===== config.mk =====
export PLATFORM = sky130hd
export DESIGN_NAME = jtframe_pll_seq
export DESIGN_NICKNAME = d
export VERILOG_FILES = /design/src/rtl/jtframe_pll_seq_pkg.sv /design/src/rtl/jtframe_pll_lock_sync.sv /design/src/rtl/jtframe_pll_seq.sv
export SDC_FILE = /design/constraint.sdc
export NUM_CORES = 1
export LEC_CHECK = 0
export CORE_ASPECT_RATIO = 1.2
export CORE_MARGIN = 2
export CORE_UTILIZATION = 40
export CTS_CLUSTER_DIAMETER = 120
export DETAILED_ROUTE_END_ITERATION = 8
export SETUP_SLACK_MARGIN = 0.3
export SLEW_MARGIN = 20
export SYNTH_ARGS = -nofsm -noshare
export SYNTH_HDL_FRONTEND = slang
export SYNTH_SLANG_ARGS = --single-unit

===== constraint.sdc =====
create_clock -name clk -period 2.2 [get_ports clk]
set_input_delay 0.33 -clock clk [delete_from_list [all_inputs] [get_ports clk]]
set_output_delay 0.33 -clock clk [all_outputs]
set_load 0.01 [all_outputs]

===== src/rtl/jtframe_pll_seq_pkg.sv =====
// Shared types and default timing constants for the PLL reset sequencer.
package jtframe_pll_seq_pkg;

    localparam int DEF_RSTW   = 16;
    localparam int DEF_STABLE = 1024;
    localparam int DEF_TOUT   = 2500000;
    localparam int DEF_CW     = 24;

    typedef enum logic [1:0] {
        PRST   = 2'd0,
        WAIT   = 2'd1,
        SETTLE = 2'd2,
        RUN    = 2'd3
    } pll_state_t;

endpackage


===== src/rtl/jtframe_pll_lock_sync.sv =====
// Two-flop synchroniser with synchronous clear, for asynchronous status inputs.
module jtframe_pll_lock_sync (
    input  logic clk,
    input  logic clr,
    input  logic din,
    output logic dout
);

    logic [1:0] sync_reg;

    always_ff @(posedge clk) begin
        if (clr) begin
            sync_reg <= 2'b00;
        end else begin
            sync_reg <= {sync_reg[0], din};
        end
    end

    assign dout = sync_reg[1];

endmodule


===== src/rtl/jtframe_pll_seq.sv =====
// PLL reset sequencer and core reset generator with lock timeout and relock counter.
// Optional macro JTFRAME_PLL_RETRY_EN: timeouts and lock losses re-pulse the PLL reset.
module jtframe_pll_seq
    import jtframe_pll_seq_pkg::*;
#(
    parameter int RSTW   = DEF_RSTW,
    parameter int STABLE = DEF_STABLE,
    parameter int TOUT   = DEF_TOUT,
    parameter int CW     = DEF_CW
) (
    input  logic       clk,
    input  logic       rst,
    input  logic       locked,
    output logic       pll_rst,
    output logic       sys_rst,
    output logic       ready,
    output logic       timeout,
    output logic [7:0] relocks
);

    localparam longint CNT_LIMIT = longint'(1) << CW;

    generate
        if (RSTW < 2 || STABLE < 2 || TOUT < 2 ||
            longint'(RSTW) >= CNT_LIMIT || longint'(STABLE) >= CNT_LIMIT ||
            longint'(TOUT) >= CNT_LIMIT) begin : g_param_err
            $error("jtframe_pll_seq: RSTW, STABLE and TOUT must be >= 2 and < 2**CW");
        end
    endgenerate

    localparam logic [CW-1:0] RSTW_LAST   = CW'(RSTW - 1);
    localparam logic [CW-1:0] STABLE_LAST = CW'(STABLE - 1);
    localparam logic [CW-1:0] TOUT_LAST   = CW'(TOUT - 1);
    localparam logic [CW-1:0] CNT_ONE     = CW'(1);

    logic          lock_s;
    pll_state_t    state_reg, state_next;
    logic [CW-1:0] cnt_reg, cnt_next;
    logic          pll_rst_reg, pll_rst_next;
    logic          sys_rst_reg, sys_rst_next;
    logic          timeout_reg, timeout_next;
    logic [7:0]    relocks_reg, relocks_next;

    jtframe_pll_lock_sync u_lock_sync (
        .clk  (clk),
        .clr  (rst),
        .din  (locked),
        .dout (lock_s)
    );

    always_ff @(posedge clk) begin
        if (rst) begin
            state_reg   <= PRST;
            cnt_reg     <= '0;
            pll_rst_reg <= 1'b1;
            sys_rst_reg <= 1'b1;
            timeout_reg <= 1'b0;
            relocks_reg <= 8'd0;
        end else begin
            state_reg   <= state_next;
            cnt_reg     <= cnt_next;
            pll_rst_reg <= pll_rst_next;
            sys_rst_reg <= sys_rst_next;
            timeout_reg <= timeout_next;
            relocks_reg <= relocks_next;
        end
    end

    always_comb begin
        state_next   = state_reg;
        cnt_next     = cnt_reg;
        pll_rst_next = pll_rst_reg;
        sys_rst_next = sys_rst_reg;
        timeout_next = timeout_reg;
        relocks_next = relocks_reg;
        case (state_reg)
            PRST: begin
                pll_rst_next = 1'b1;
                sys_rst_next = 1'b1;
                if (cnt_reg == RSTW_LAST) begin
                    state_next   = WAIT;
                    cnt_next     = '0;
                    pll_rst_next = 1'b0;
                end else begin
                    cnt_next = cnt_reg + CNT_ONE;
                end
            end
            WAIT: begin
                pll_rst_next = 1'b0;
                sys_rst_next = 1'b1;
                if (lock_s) begin
                    state_next = SETTLE;
                    cnt_next   = '0;
                end else if (cnt_reg == TOUT_LAST) begin
                    timeout_next = 1'b1;
                    cnt_next     = '0;
`ifdef JTFRAME_PLL_RETRY_EN
                    state_next   = PRST;
                    pll_rst_next = 1'b1;
`endif
                end else begin
                    cnt_next = cnt_reg + CNT_ONE;
                end
            end
            SETTLE: begin
                sys_rst_next = 1'b1;
                // A lock glitch restarts the whole settle period without counting as a relock
                if (!lock_s) begin
                    state_next = WAIT;
                    cnt_next   = '0;
                end else if (cnt_reg == STABLE_LAST) begin
                    state_next   = RUN;
                    cnt_next     = '0;
                    sys_rst_next = 1'b0;
                end else begin
                    cnt_next = cnt_reg + CNT_ONE;
                end
            end
            RUN: begin
                cnt_next     = '0;
                sys_rst_next = 1'b0;
                if (!lock_s) begin
                    sys_rst_next = 1'b1;
                    if (relocks_reg != 8'hFF) begin
                        relocks_next = relocks_reg + 8'd1;
                    end
`ifdef JTFRAME_PLL_RETRY_EN
                    state_next   = PRST;
                    pll_rst_next = 1'b1;
`else
                    state_next   = WAIT;
`endif
                end
            end
            default: begin
                state_next = PRST;
                cnt_next   = '0;
            end
        endcase
    end

    assign pll_rst = pll_rst_reg;
    assign sys_rst = sys_rst_reg;
    assign ready   = ~sys_rst_reg;
    assign timeout = timeout_reg;
    assign relocks = relocks_reg;

endmodule


# Word level (Yosys, flattened, before mapping)
# Index checks and enable logic that the tools add are counted.
[totals] ff_bits=39 word_cells=46 inputBits=3
[op_classes] reduce_logical=6 mux=18 eq_ne=11 bitwise=2 n_addsub=2
[op_table] cell="2-to-1 mux 24 bit" n=5
[op_table] cell="one-hot mux 24 bit (4 select lines)" n=1
[op_table] cell="adder 24 x 1 -> 24 bit (second input constant)" n=1
[op_table] cell="equality test 24 x 10 -> 1 bit (second input constant)" n=1
[op_table] cell="equality test 24 x 22 -> 1 bit (second input constant)" n=1
[op_table] cell="equality test 24 x 4 -> 1 bit (second input constant)" n=1
[op_table] cell="2-to-1 mux 2 bit" n=5
[op_table] cell="adder 8 x 1 -> 8 bit (second input constant)" n=1
[op_table] cell="inequality test 8 bit (second input constant)" n=1
[op_table] cell="one-hot mux 2 bit (4 select lines)" n=1
[op_table] cell="AND reduction 3 bit" n=2
[op_table] cell="equality test 2 bit (second input constant)" n=2
[op_table] cell="2-to-1 mux 1 bit" n=4
[op_table] cell="inequality test 2 bit (second input constant)" n=2
[op_table] cell="AND reduction 4 bit" n=1
[op_table] cell="inequality test 3 bit (second input constant)" n=1
[op_table] cell="one-hot mux 1 bit (3 select lines)" n=1
[op_table] cell="equality test 2 x 1 -> 1 bit (second input constant)" n=1
[op_table] cell="logical NOT 2 bit" n=1
[op_table] cell="inequality test 2 x 1 -> 1 bit (second input constant)" n=1
[op_table] cell="NOT 1 bit" n=2
[op_table] cell="one-hot mux 1 bit (2 select lines)" n=1
[op_table] cell="nonzero test 2 bit" n=1
[op_table] cell="OR reduction 2 bit" n=1

# Depth between registers and ports, before layout
[logic_depth] ltp_word=4 ltp_mapped=8

# Modules after synthesis
# Synthesis repeated with hierarchy kept, for this count alone.
[unflattened] hier_cells=210 area_unflattened_um2=1940.6
[modules_own_cells] mod="jtframe_pll_seq" area_each_um2=1888.1 n_inst=1 cells_per_inst=206 seq_area_each_um2=740.7
[modules_own_cells] mod="jtframe_pll_lock_sync" area_each_um2=52.6 n_inst=1 cells_per_inst=4 seq_area_each_um2=40.0

# Worst setup path before layout
# No wires, ideal clock.
[synth_path] kind="reg2reg" from="register cnt_reg[0]" to="register cnt_reg[23]" required_ns=2.085 setup_ns=0.115 synth_period_minus_slack_ns=2.081 stages_incl_launch_ff=8 setup_slack_ns=0.119 t_arrival_ns=1.966 cell_sequence="dfxtp_1 > ha_1 > nand3_2 > or4_1 > o41ai_4 > o221a_2 > buf_6 > nor2_1"
[synth_via] elab_chain_len=4 elab_cells_between_ends=10
[synth_rtl] item="start, declared" line_no="jtframe_pll_seq.sv:38" source="logic [CW-1:0] cnt_reg, cnt_next;"
[synth_rtl] item="start signal, assigned" line_no="jtframe_pll_seq.sv:61" source="cnt_reg <= cnt_next;"
[synth_rtl] item="adder 24 x 1 -> 24 bit, or another cell as far along" line_no="jtframe_pll_seq.sv:85, jtframe_pll_seq.sv:102, jtframe_pll_seq.sv:116"
[synth_rtl] item="2-to-1 mux 24 bit (on tied branches)" line_no="jtframe_pll_seq.sv:111, jtframe_pll_seq.sv:94"
[synth_rtl] item="2-to-1 mux 24 bit (on tied branches)" line_no="jtframe_pll_seq.sv:108, jtframe_pll_seq.sv:91"
[synth_rtl] item="one-hot mux 24 bit (4 select lines) *" line_no="jtframe_pll_seq.sv:76" source="case (state_reg)"
# Every way passes the cells marked *; elsewhere a longest branch is shown, timed or not.
# A chain may end at the register's enable or synchronous reset.

# Final worst setup path
[layout_path] from="register cnt_reg[1]" to="register cnt_reg[6]"
# The elaborated chain is that of the path after synthesis.

==> impl_metrics.json <==
{
  "outcome": "completed",
  "grt_pass1_vias": 1488,
  "critPathRequiredTime_ns": 2.38,
  "cts_sinks": 39,
  "largest_register_ffs": 24,
  "max_cap_viol_count": 0,
  "placed_cells": 287,
  "finalCritPeriodShare_pct": 88.5,
  "antenna_cells": 0,
  "post-route-util_pct": 50.5,
  "clock_path_buffers": 2,
  "design_area_mm2": 0.00230,
  "ys_ff_latch": 39,
  "die_w_um": 66.4,
  "grt_overflow": 0,
  "hp-start": "u_lock_sync.sync_reg[0]$_SDFF_PP0_",
  "firstDrtPassIters": 4,
  "place_ws_ns": 0.0813,
  "nets": 253,
  "ys.warnings.count": 0,
  "clk_pin_slew_worst_paths_ns": 0.07,
  "hold_viol": 0,
  "clock_latency_ns": 0.29,
  "fp.dieArea_mm2": 0.00524,
  "cp_max_fo": 24,
  "r2r_end": "cnt_reg[6]$_SDFF_PP0_",
  "drt-vias-per-instance": 4.99,
  "syn_area_mm2": 0.00187,
  "fill_cells": 448,
  "ys_types": 37,
  "drc": 0,
  "final_common_cell": "nor2_1",
  "fmax_ghz": 0.513,
  "ios": 15,
  "routabilityCongestion": 0.790,
  "port_buffers": 14,
  "final_cells": 300,
  "slew_headroom_pct": 72.8,
  "async_flop_share_pct": 0,
  "start_kind": "register",
  "p_int_mw": 1.02,
  "grt_antenna_before_repair": 0,
  "antenna_left": 0,
  "grt_max_degree": 25,
  "wire_per_inst_um": 12.4,
  "r2r_slack_ns": 0.25,
  "fin_crit_ns": 1.95,
  "cp.arrival_ns": 2.13,
  "rsz0062_at_grt": "true",
  "seqPwrFrac_pct": 55.8,
  "root_buffer": "clkbuf_8",
  "swShare_pct": 23.4,
  "syn_to_final_growth_pct": 23.1,
  "powerDensity_mw_per_mm2": 576,
  "r2r_cells": 7,
  "synth_fp_nets": 226,
  "end_kind": "register",
  "hold_path.class": "reg -> reg",
  "wirelength_um": 3730,
  "p_comb_share_pct": 11.3,
  "row_count": 27,
  "place_hpwl_um": 2470,
  "postSynthCellCount": 216,
  "final.setup.tns_ns": 0,
  "whs_endpoint": "u_lock_sync.sync_reg[1]$_SDFF_PP0_",
  "setup_viol": 0,
  "leakage_nw": 0.804,
  "p_switching_uw": 311,
  "drv_slew": 0,
  "post_synth.cell_area_avg_um2": 8.66,
  "clockPowerShare_pct": 32.9,
  "r2r_start": "cnt_reg[1]$_SDFF_PP0_",
  "synth_edf_count": 0,
  "track_usage_pct": 15.6,
  "die_h_um": 78.9,
  "coreArea_mm2": 0.00456,
  "synthFlopType": "dfxtp_1",
  "grt_pass1_wl_um": 6380,
  "yosysSeqAreaShare_pct": 41.7,
  "worst_slack_ns": 0.252,
  "finClkSkew_ns": 0.00927,
  "cts_tree": "done",
  "worst_pin_slew_ns": 0.405,
  "final_cell_mix": "nor2_1, dfxtp_1, xnor2_1",
  "drtIter0Drc": 52,
  "holdPathStages": 1,
  "cts_buffers": 5,
  "dpl_cell_area_mm2": 0.00212,
  "htree_levels": 2,
  "peakVddDrop_v": 0.000302,
  "vias": 1496,
  "drive_gt1_share_pct": 13.6,
  "start_util_pct": 41.0,
  "path_class": "reg -> reg"
}
-- cell families after synthesis --
logic type | synth area share, %
xor gates and xnor gates | 12.6
adders and majority gates | 4.68
muxes | 1.61
DFF | 41.7
and+or+nand+nor | 29.0
buffers and inverters | 3.28
AOI/OAI and AO/OA | 7.02
-- stage by stage --
stage               total power, mW  hold WS [ns]
detailed placement            0.869         0.431
global route                   1.39         0.472
finish                         1.33         0.442
CTS                            1.33         0.444
global placement              0.871         0.439
floorplan                     0.839         0.414
-- critical path, stage by stage, from the launching register on --
cell,delay (ns)
dfxtp_2,0.35
ha_4,0.15
nand3_4,0.08
or4_4,0.46
o41ai_4,0.33
o221a_2,0.26
buf_12,0.16
nor2_1,0.06
-- synthesized netlist by cell type, types with 3 or more instances --
| library cell | instances | area, um^2 |
|---|---|---|
| a21oi_1 | 4 | 20.0 |
| dfxtp_1 | 39 | 781 |
| ha_1 | 7 | 87.6 |
| inv_1 | 7 | 26.3 |
| mux2i_1 | 3 | 30.0 |
| nand2_1 | 14 | 52.6 |
| nand2b_1 | 3 | 18.8 |
| nand3_1 | 10 | 50.1 |
| nand4_1 | 6 | 37.5 |
| nor2_1 | 44 | 165 |
| nor2b_1 | 5 | 31.3 |
| nor3_1 | 11 | 55.1 |
| nor4_1 | 4 | 25.0 |
| or3_1 | 4 | 25.0 |
| xnor2_1 | 18 | 158 |
| xor2_1 | 9 | 78.8 |
-- power groups by stage --
stage / Sequential, mW / Clock [mW] / Combinational, mW
final: 0.740 / 0.436 / 0.150
after global routing: 0.742 / 0.487 / 0.165
after CTS: 0.741 / 0.457 / 0.134
after detailed placement: 0.758 / 0 / 0.111
after global placement: 0.757 / 0 / 0.114
after floorplan: 0.757 / 0 / 0.0821
-- how the worst max path moves through the flow --
stage	from	endpoint	slack (ns)	cells after the start
finish	cnt_reg[1]$_SDFF_PP0_	cnt_reg[6]$_SDFF_PP0_	0.25	7
global route	cnt_reg[1]$_SDFF_PP0_	cnt_reg[9]$_SDFF_PP0_	0.15	7
CTS	cnt_reg[1]$_SDFF_PP0_	cnt_reg[5]$_SDFF_PP0_	0.26	7
detailed placement	cnt_reg[15]$_SDFF_PP0_	cnt_reg[23]$_SDFF_PP0_	0.08	6
global placement	cnt_reg[15]$_SDFF_PP0_	cnt_reg[6]$_SDFF_PP0_	0.12	6
floorplan	cnt_reg[1]$_SDFF_PP0_	cnt_reg[23]$_SDFF_PP0_	0.30	7
-- routing by layer --
metal	global-route usage [%]	part of all wire, %	vias up
li1	-	-	784
met1	18.8	47	675
met2	26.1	48	29
met3	4.82	3.8	8
met4	4.90	1.6	0
met5	0	0	-
-- timing repair --
action,CTS,global route
hold endpoints to repair,0,0
pin swaps,2,3
resized for setup,4,7
hold buffers,0,0
setup endpoints to repair,28,28
setup buffers,5,2
-- final cells by class --
| class | count | area [um^2] | share of cell area [%] |
|---|---|---|---|
| Multi-Input combinational cell | 165 | 1110 | 48.2 |
| Sequential cell | 39 | 783 | 34.0 |
| Timing Repair Buffer | 25 | 239 | 10.4 |
| Clock buffer | 6 | 72.6 | 3.15 |
| Tap cell | 58 | 72.6 | 3.15 |
| Inverter | 7 | 26.3 | 1.14 |
Power figures use the tool's default switching activity.
